`config.mk`:
```
export PLATFORM = sky130hd
export DESIGN_NAME = regfile_wb_arbiter
export DESIGN_NICKNAME = d
export VERILOG_FILES = /design/src/rtl/regfile_wb_arbiter.sv
export SDC_FILE = /design/constraint.sdc
export NUM_CORES = 1
export LEC_CHECK = 0
export ABC_CLOCK_PERIOD_IN_PS = 2600
export CAP_MARGIN = 0
export CORE_MARGIN = 1.5
export CORE_UTILIZATION = 45
export CTS_BUF_LIST = sky130_fd_sc_hd__clkbuf_4 sky130_fd_sc_hd__clkbuf_8
export CTS_CLUSTER_SIZE = 12
export DETAILED_ROUTE_END_ITERATION = 16
export PLACE_DENSITY = 0.8
export SETUP_SLACK_MARGIN = 0.2
export SLEW_MARGIN = 20
export SYNTH_ARGS = -nofsm -noshare
export SYNTH_HDL_FRONTEND = slang
export SYNTH_SLANG_ARGS = --single-unit
```
`constraint.sdc`:
```
create_clock -name clk -period 2.6 [get_ports clk]
set_input_delay 0.52 -clock clk [delete_from_list [all_inputs] [get_ports clk]]
set_output_delay 0.52 -clock clk [all_outputs]
set_load 0.02 [all_outputs]
```
`src/rtl/regfile_wb_arbiter.sv`:
```
`default_nettype none
// ============================================================================
//  Module      : regfile_wb_arbiter
//  Description : Shares the register-file write port between the MW-stage
//                writeback and a long-latency unit. Long-latency results are
//                buffered in a small FIFO and drained into idle writeback
//                slots. A 32-bit pending scoreboard drives the decode stall
//                for RAW/WAW hazards on outstanding long-latency destinations.
//  Revision    : 1.0 - initial release
// ============================================================================
module regfile_wb_arbiter #(
   parameter int DEPTH = 2,
   parameter int XLEN  = 32
) (
   input  logic                     clk,
   input  logic                     rst,          // async, active-low
   // pipeline MW-stage writeback
   input  logic                     reg_wrMW,
   input  logic [4:0]               waddr_MW,
   input  logic [XLEN-1:0]          wdata_MW,
   // long-latency unit
   input  logic                     lu_issue,
   input  logic [4:0]               lu_issue_rd,
   input  logic                     lu_valid,
   input  logic [4:0]               lu_waddr,
   input  logic [XLEN-1:0]          lu_wdata,
   output logic                     lu_ready,
   // decode hazard inputs
   input  logic [4:0]               raddr1,
   input  logic [4:0]               raddr2,
   input  logic [4:0]               id_rd,
   input  logic                     id_wr,
   // register file write port
   output logic                     rf_we,
   output logic [4:0]               rf_waddr,
   output logic [XLEN-1:0]          rf_wdata,
   // status
   output logic                     stall_D,
   output logic [$clog2(DEPTH):0]   fifo_count,
   output logic [31:0]              pending
);

   localparam int AW = $clog2(DEPTH);
   localparam int CW = AW + 1;
   localparam logic [CW-1:0] FULL_COUNT = CW'(DEPTH);

   // FIFO storage and control
   logic [4:0]      addr_mem_q [DEPTH];
   logic [XLEN-1:0] data_mem_q [DEPTH];
   logic [AW-1:0]   wr_ptr_q, wr_ptr_d;
   logic [AW-1:0]   rd_ptr_q, rd_ptr_d;
   logic [CW-1:0]   count_q,  count_d;
   logic [31:0]     pending_q, pending_d;

   logic            fifo_empty;
   logic            lu_accept;
   logic            push;
   logic            pop;
   logic [4:0]      head_addr;
   logic [XLEN-1:0] head_data;
   logic            sel_pipe;

   assign fifo_empty = (count_q == '0);
   assign head_addr  = addr_mem_q[rd_ptr_q];
   assign head_data  = data_mem_q[rd_ptr_q];

   // Ready comes only from the registered count so the producer never sees
   // a combinational path through the pop decision.
   assign lu_ready   = (count_q < FULL_COUNT);
   assign lu_accept  = lu_valid & lu_ready;
   // Results for x0 complete the handshake but are dropped.
   assign push       = lu_accept & (lu_waddr != 5'd0);

   // The pipeline owns the port whenever it writes; the FIFO only drains
   // into otherwise idle slots.
   assign sel_pipe   = reg_wrMW;
   assign pop        = ~sel_pipe & ~fifo_empty;

   // Write-port mux: pipeline first, then FIFO head; never write x0.
   always_comb begin
      rf_we    = 1'b0;
      rf_waddr = 5'd0;
      rf_wdata = '0;
      if (sel_pipe) begin
         rf_waddr = waddr_MW;
         rf_wdata = wdata_MW;
         rf_we    = (waddr_MW != 5'd0);
      end else if (!fifo_empty) begin
         rf_waddr = head_addr;
         rf_wdata = head_data;
         rf_we    = (head_addr != 5'd0);
      end
   end

   // Decode stall on any source, destination or newly issued destination
   // that still waits for a long-latency result.
   assign stall_D = pending_q[raddr1]
                  | pending_q[raddr2]
                  | (id_wr    & pending_q[id_rd])
                  | (lu_issue & pending_q[lu_issue_rd]);

   // Next-state for pointers and occupancy.
   always_comb begin
      wr_ptr_d = wr_ptr_q;
      rd_ptr_d = rd_ptr_q;
      count_d  = count_q;
      if (push) begin
         wr_ptr_d = wr_ptr_q + 1'b1;
      end
      if (pop) begin
         rd_ptr_d = rd_ptr_q + 1'b1;
      end
      case ({push, pop})
         2'b10:   count_d = count_q + 1'b1;
         2'b01:   count_d = count_q - 1'b1;
         default: count_d = count_q;
      endcase
   end

   // Scoreboard next-state: clear on drain, then set so a same-cycle set wins.
   always_comb begin
      pending_d = pending_q;
      if (pop) begin
         pending_d[head_addr] = 1'b0;
      end
      if (lu_issue && (lu_issue_rd != 5'd0) && !stall_D) begin
         pending_d[lu_issue_rd] = 1'b1;
      end
      pending_d[0] = 1'b0;
   end

   // Control state registers with asynchronous clear.
   always_ff @(posedge clk or negedge rst) begin
      if (!rst) begin
         wr_ptr_q  <= '0;
         rd_ptr_q  <= '0;
         count_q   <= '0;
         pending_q <= '0;
      end else begin
         wr_ptr_q  <= wr_ptr_d;
         rd_ptr_q  <= rd_ptr_d;
         count_q   <= count_d;
         pending_q <= pending_d;
      end
   end

   // FIFO payload storage; contents are meaningless while count is zero,
   // so no reset is needed here.
   always_ff @(posedge clk) begin
      if (push) begin
         addr_mem_q[wr_ptr_q] <= lu_waddr;
         data_mem_q[wr_ptr_q] <= lu_wdata;
      end
   end

   assign fifo_count = count_q;
   assign pending    = pending_q;

endmodule
`default_nettype wire

```
# Word-level counts from Yosys, hierarchy flattened
# Memories as Yosys holds them, arrays and structs flattened.
# Index checks and enable logic that the tools add are counted.
[totals]
ff_bits = 35
mem_bits_rw = 74
input_bits = 100
elab_cells = 67
out_inout_bits = 74
memories = 2
[memory_table]
columns = ["memory", "words", "word_bits", "read_ports", "rd_ports_with_merged_regs", "wr", "line_no", "rtl"]
rows = [
  ["data_mem_q", 2, 32, 1, 0, 1, "49", "logic [XLEN-1:0] data_mem_q [DEPTH];"],
  ["addr_mem_q", 2, 5, 1, 0, 1, "48", "logic [4:0] addr_mem_q [DEPTH];"],
]
[op_classes]
reduce_logical = 11
n_mux = 23
addsub = 4
bitwise_logic = 13
n_eq_ne = 2
n_lt_le_gt_ge = 8
[op_table]
columns = ["cell", "n"]
rows = [
  ["$mux W32", 4],
  ["$and A32 B32 Y32", 1],
  ["$not A32 Y32", 1],
  ["$or A32 B32 Y32", 1],
  ["$lt A5 B6 Y1 const B", 5],
  ["$bmux W1 S5", 4],
  ["$reduce_bool A5 Y1", 4],
  ["$demux W1 S5", 2],
  ["$ge A5 B1 Y1 const B", 2],
  ["$mux W1", 10],
  ["$mux W5", 2],
  ["$and A1 B1 Y1", 5],
  ["$logic_and A1 B1 Y1", 4],
  ["$pmux W2 S2", 1],
  ["$or A1 B1 Y1", 3],
  ["$add A1 B1 Y1 const B", 2],
  ["$add A2 B1 Y2 const B", 1],
  ["$eq A2 B1 Y1 const B", 1],
  ["$eq A2 B2 Y1 const B", 1],
  ["$logic_not A2 Y1", 1],
  ["$lt A2 B2 Y1 const B", 1],
  ["$not A1 Y1", 2],
  ["$reduce_bool A2 Y1", 1],
  ["$sub A2 B1 Y2 const B", 1],
  ["$logic_not A1 Y1", 1],
]

# Depth between registers and ports, before layout
# An unclocked memory read counts as a cell.
[depth]
ltp_word = 10
depth_mapped = 10

# Worst setup path before layout
# No wires, ideal clock.
[synth_timing]
path_type = "register to register"
startpoint = "reg count_q[1] (netlist: fifo_count[1])"
endpoint = "mem addr_mem_q[0][0], enable pin"
stages_incl_launch_ff = 4
n_path_buf = 0
setup_slack_ps = -312
period_less_slack_ps = 2912
arrival_ps = 2481
setup_time_ps = 431
path_cell_list = "dfrtp_1 inv_1 o211ai_1 nor2_1"
[synth_via]
elab_chain_cells = 5
[synth_lines]
columns = ["item", "line_no", "rtl"]
rows = [
  ["start: declaration", "52", "logic [CW-1:0] count_q, count_d;"],
  ["start signal: assignment", "142", "count_q <= count_d;"],
  ["$lt A2 B2 Y1", "69", "assign lu_ready = (count_q < FULL_COUNT);"],
  ["net lu_ready", "27", "output logic lu_ready,"],
  ["$and A1 B1 Y1", "70", "assign lu_accept = lu_valid & lu_ready;"],
  ["$and A1 B1 Y1", "72", "assign push = lu_accept & (lu_waddr != 5'd0);"],
  ["$mux W1", "150", "if (push) begin"],
  ["$mux W1 (implied by the code)", "151", "addr_mem_q[wr_ptr_q] <= lu_waddr;"],
  ["end: declaration", "48", ""],
]
# The timed path passes the listed nets, and every way through them passes these cells.

# Worst setup path after layout
[layout_timing]
startpoint = "reg pending_q[4] (netlist: pending[4])"
endpoint = "reg pending_q[16] (netlist: pending[16])"
[layout_via]
elab_chain_cells = 8
elab_cells_between_ends = 16
cone_classes = "mux: 9; bitwise: 5; reduce/logical: 2"
[layout_lines]
columns = ["item", "line_no", "rtl"]
rows = [
  ["start: declaration", "53", "logic [31:0] pending_q, pending_d;"],
  ["start signal: assignment", "143", "pending_q <= pending_d;"],
  ["$bmux W1 S5, on equally long branches", "97, 98, 99", ""],
  ["$mux W1, on equally long branches", "97, 98, 99", ""],
  ["$or A1 B1 Y1 or $and A1 B1 Y1 (tied branches)", "98, 99", ""],
  ["$or A1 B1 Y1", "99", "| (id_wr & pending_q[id_rd])"],
  ["$or A1 B1 Y1 (*)", "100", "| (lu_issue & pending_q[lu_issue_rd]);"],
  ["$logic_not A1 Y1 (*)", "126", "if (lu_issue && (lu_issue_rd != 5'd0) && !stall_D) begin"],
  ["$logic_and A1 B1 Y1 (*)", "126", ""],
  ["$mux W32 (*)", "126", ""],
  ["net pending_d[16]", "53", ""],
]
# The timed path passes the listed nets; every way through them passes the cells marked *. The select of a mux whose other input is x is not followed.
# A chain may end at the register's enable or synchronous reset.

==> impl.org <==
** Outcome
- The run finished, with violations left.
- Violated checks :: negative setup slack

** Detailed routing
- WL per Instance :: approximately 21 µm
- Vias after detailed routing :: 5546
- After detailed routing, the number of vias per cell comes to a little under 6.
- Once detail routing completed, the nets flagged for antenna violations numbered 0.
- Final wirelength :: 20000 µm
- Number of iterations in the first detailed-routing pass :: 5
- Final routed DRC violation total :: 0
- Violation count after the first detailed-routing iteration :: approximately 350

** Final layout
- For this run, the post-layout net count is 859.
- Cells with a size suffix above 1 make up a little under a third of the layout.
- Once layout is complete, the utilization of the core stands at 72.6%.
- Count of non-filler cells in the finished layout :: about 940
- Relative to the synthesized area, the layout overhead comes to 55.9%.

** Yosys
- The number of nets in the synthesized netlist is 601.
- Synthesis Warnings :: 0
- The share of the Yosys chip area taken by registers is a little over half.
- Largest cells by area after synthesis :: sky130_fd_sc_hd__edfxtp_1 37%, sky130_fd_sc_hd__dfrtp_1 15%, sky130_fd_sc_hd__mux2i_1 11%, sky130_fd_sc_hd__o21ai_0 5.9%, sky130_fd_sc_hd__mux4_2 5.7%
- Among all flip-flop cells after synthesis, the most frequent one is sky130_fd_sc_hd__edfxtp_1.
- Most used standard cell by instance count after synthesis :: sky130_fd_sc_hd__edfxtp_1
- Each instance of the synthesized netlist takes up on average 11.9 µm².
- Number of flops mapped to enable cells by yosys :: 74
- Netlist cell types :: 53
- Asr flop ratio synth :: 32.1%
- Leading post-synthesis cells by instance count :: 74 x sky130_fd_sc_hd__edfxtp_1, 70 x sky130_fd_sc_hd__o21ai_0, 64 x sky130_fd_sc_hd__mux2i_1, 59 x sky130_fd_sc_hd__nand2_1, 35 x sky130_fd_sc_hd__dfrtp_1
- Number of standard cells after synthesis :: 500
- Synthesized cell area :: 0.00594 mm²
- Post-synthesis cell type with the largest combined area :: sky130_fd_sc_hd__edfxtp_1
- The top cell type by area accounts for 37.4% of the synthesized area.
- Flops & latches, synth :: 109

** Clock network
- The number of clock buffers added by TritonCTS is 9.
- Clock root buffer master :: sky130_fd_sc_hd__clkbuf_8
- Clk slew on worst S/H paths :: roughly 100 ps
- The later pin in the worst-skew pair is clocked with a latency of around 370 ps.
- Maximum buffer depth of the clock tree :: 2
- CTS Sinks :: around 110
- In this run the number of H-tree levels came out at 3.
- Quantity of hold-fixing buffers added after cts :: 0
- TritonCTS built the clock tree.

** Setup path
- For the worst setup path, the data required time is 2860 ps.
- In this run the worst setup path terminates at pending[16]$_DFF_PN0_.
- Worst r2r dst :: pending[16]$_DFF_PN0_
- Data arrives at the worst endpoint at between 3000 and 4000 ps.
- The worst setup path is launched from a flip-flop.
- STA classifies the critical path endpoint as a flip-flop.
- The startpoint identified for the worst register-to-register timing path is pending[4]$_DFF_PN0_.
- For flop-to-flop paths, the worst setup slack is -310 ps.
- Crit path max fanout :: 8
- Worst setup startpoint :: pending[4]$_DFF_PN0_
- Worst Path Class, Setup :: reg -> reg
- Number of cell instances on the worst register-to-register path :: 10

** Die
- Rows :: 41
- For this design the top-level I/O count stands at roughly 170.
- Width of the chip :: 118 µm
- Area of the core :: about 0.013 mm²
- Initial cell density of the core :: 46.5%
- Height of the die :: 118 µm
- DIE AREA :: 0.0139 mm²

** Power and ir drop
- The worst-case IR drop observed on VDD is 0.000430 V.
- In this run the power density over the cells is 907 mW/mm².
- In this run the static leakage power is 3.93 nW.

** Placement
- At the end of routability-driven placement, the weighted congestion stood at 0.891.
- In this run, placement finished with an instance count of 908.
- The HPWL after detailed placement is 14300 µm.
- IO Port Bufs :: 172

** Timing
- Max transition margin :: 27.5%
- The final-report max-slew violation count is 0.
- Clock tree skew after final layout :: 10.8 ps
- PnR worst setup slack :: -312 ps
- Setup repair after global routing could not meet its margin everywhere.
- The count of final hold-check violations was 0.
- In the finished design, the share of the clock period the worst path needs comes to 112%.
- Clock period minus final worst setup slack :: between 2000 and 3000 ps
- Timing would allow up to 343 MHz.
- After routing, the total negative slack on setup checks comes to -7980 ps.
- Worst slew pin tran :: 1090 ps
- Endpoints failing setup :: 32

** Worst hold path
- Class of the tightest hold or removal check :: in -> async

** GRT
- For this run the aggregate overflow at the end of global routing stands at 0.
- Global routing consumed, over all layers together, 27.4% of the routing resources.
- Global-route wire length before repair :: ~30000 µm
- Entering global routing, the biggest net connects 39 pins.
- The number of antenna violations at the first check in global routing was 1.
- Via count of the first global-routing pass :: 5711

** Job
- Across the run, the number of max-cap violations was 0.
==> layout make-up <==
| class | count | area [µm²] |
|---|---|---|
| tap | 172 | 215 |
| inverter | 13 | 48.8 |
| antenna | 1 | 2.50 |
| sequential | 109 | 3100 |
| fill | 816 | 3510 |
| timing repair buffer | 283 | 2540 |
| multi-input combinational | 342 | 3130 |
| clock buffer | 9 | 124 |
| clock inverter | 7 | 109 |
==> critical path: stages, from the launching register on <==
cell                      delay (ps)
sky130_fd_sc_hd__dfrtp_1         410
sky130_fd_sc_hd__mux4_2          450
sky130_fd_sc_hd__nor2b_4         130
sky130_fd_sc_hd__or4_4           530
sky130_fd_sc_hd__buf_4           160
sky130_fd_sc_hd__buf_6           110
sky130_fd_sc_hd__nor4b_4         260
sky130_fd_sc_hd__nand4_4         190
sky130_fd_sc_hd__buf_12          190
sky130_fd_sc_hd__buf_12          140
sky130_fd_sc_hd__o41ai_4         210
==> power breakdown <==
part / total, mW / internal [mW] / switching, mW
Clock: 1.15 / 0.559 / 0.589
Combinational: 4.52 / 2.20 / 2.32
Sequential: 2.74 / 2.33 / 0.410
Total: 8.40 / 5.09 / 3.32
==> registers in the layout, indices dropped and copies added, names as in the netlist <==
name        count
fifo_count      2
data_mem_q     64
rd_ptr_q        1
wr_ptr_q        1
addr_mem_q     10
pending        31
==> routing by layer <==
metal	routed length [µm]	GRT usage (%)
met2	10100	47.2
met3	1480	4.84
met5	0	0
met4	655	12.3
met1	7800	33.7
==> through the flow <==
step | instance area (µm²) | setup slack, ps | power, mW | hold slack (ps)
finish | 9270 | -312 | 8.40 | 335
global route | 9270 | -413 | 8.77 | 345
CTS | 9020 | -311 | 8.09 | 327
detailed placement | 8650 | -855 | 6.85 | 547
global placement | 8650 | -849 | 6.74 | 533
floorplan | 6090 | -312 | 4.78 | 224
==> cell usage in the layout, fill, tap and decap left out, types with 3 or more instances in the layout <==
cell	instances
sky130_fd_sc_hd__or3b_2	3
sky130_fd_sc_hd__o32ai_1	5
sky130_fd_sc_hd__o41ai_4	17
sky130_fd_sc_hd__nand3b_1	6
sky130_fd_sc_hd__nor2b_1	5
sky130_fd_sc_hd__o21ai_0	39
sky130_fd_sc_hd__o31ai_4	7
sky130_fd_sc_hd__xnor2_1	5
sky130_fd_sc_hd__o21ai_1	31
sky130_fd_sc_hd__mux4_2	15
sky130_fd_sc_hd__buf_6	8
sky130_fd_sc_hd__nor3_1	5
sky130_fd_sc_hd__edfxtp_1	74
sky130_fd_sc_hd__dfrtp_1	34
sky130_fd_sc_hd__buf_12	7
sky130_fd_sc_hd__clkbuf_8	9
sky130_fd_sc_hd__nand4_1	5
sky130_fd_sc_hd__o22ai_1	6
sky130_fd_sc_hd__buf_2	32
sky130_fd_sc_hd__mux2_2	5
sky130_fd_sc_hd__nand2_1	59
sky130_fd_sc_hd__nand3_1	3
sky130_fd_sc_hd__clkdlybuf4s50_1	121
sky130_fd_sc_hd__or4_1	3
sky130_fd_sc_hd__inv_1	13
sky130_fd_sc_hd__nor2_1	5
sky130_fd_sc_hd__nand2b_1	5
sky130_fd_sc_hd__mux2i_1	63
sky130_fd_sc_hd__o41ai_2	6
sky130_fd_sc_hd__dlygate4sd2_1	12
sky130_fd_sc_hd__buf_4	94
==> worst min path at each step <==
stage                                           end  slack, ps  cells past startpoint
after floorplan           fifo_count[0]$_DFFE_PN0P_        220                      0
after global placement         wr_ptr_q$_DFFE_PN0N_        530                      1
after detailed placement       wr_ptr_q$_DFFE_PN0N_        550                      1
after CTS                 fifo_count[0]$_DFFE_PN0P_        330                      1
after global routing      fifo_count[0]$_DFFE_PN0P_        340                      1
final                     fifo_count[0]$_DFFE_PN0P_        330                      1
==> cells by family (layout without fill, tap and decap cells) <==
group	count (synthesis)	after routing	share of synthesized area, %
AND/OR/NAND/NOR	117	118	10.5
XOR/XNOR	5	5	0.737
multiplexers	84	84	17.4
buffers and inverters	50	312	3.77
other	1	2	0.0631
flip-flops	109	109	52.1
adder cells (fa/ha/maj)	1	1	0.210
AO/OA/AOI/OAI	133	133	15.2
==> what timing repair did <==
action | 4_1_cts | 5_1_grt
setup endpoints to repair | 70 | 47
resized for setup | 187 | 42
setup buffers | 3 | 4
cloned | 2 | 1
pin swaps | 7 | 6
No activity file was read; power rests on OpenSTA's default activity.
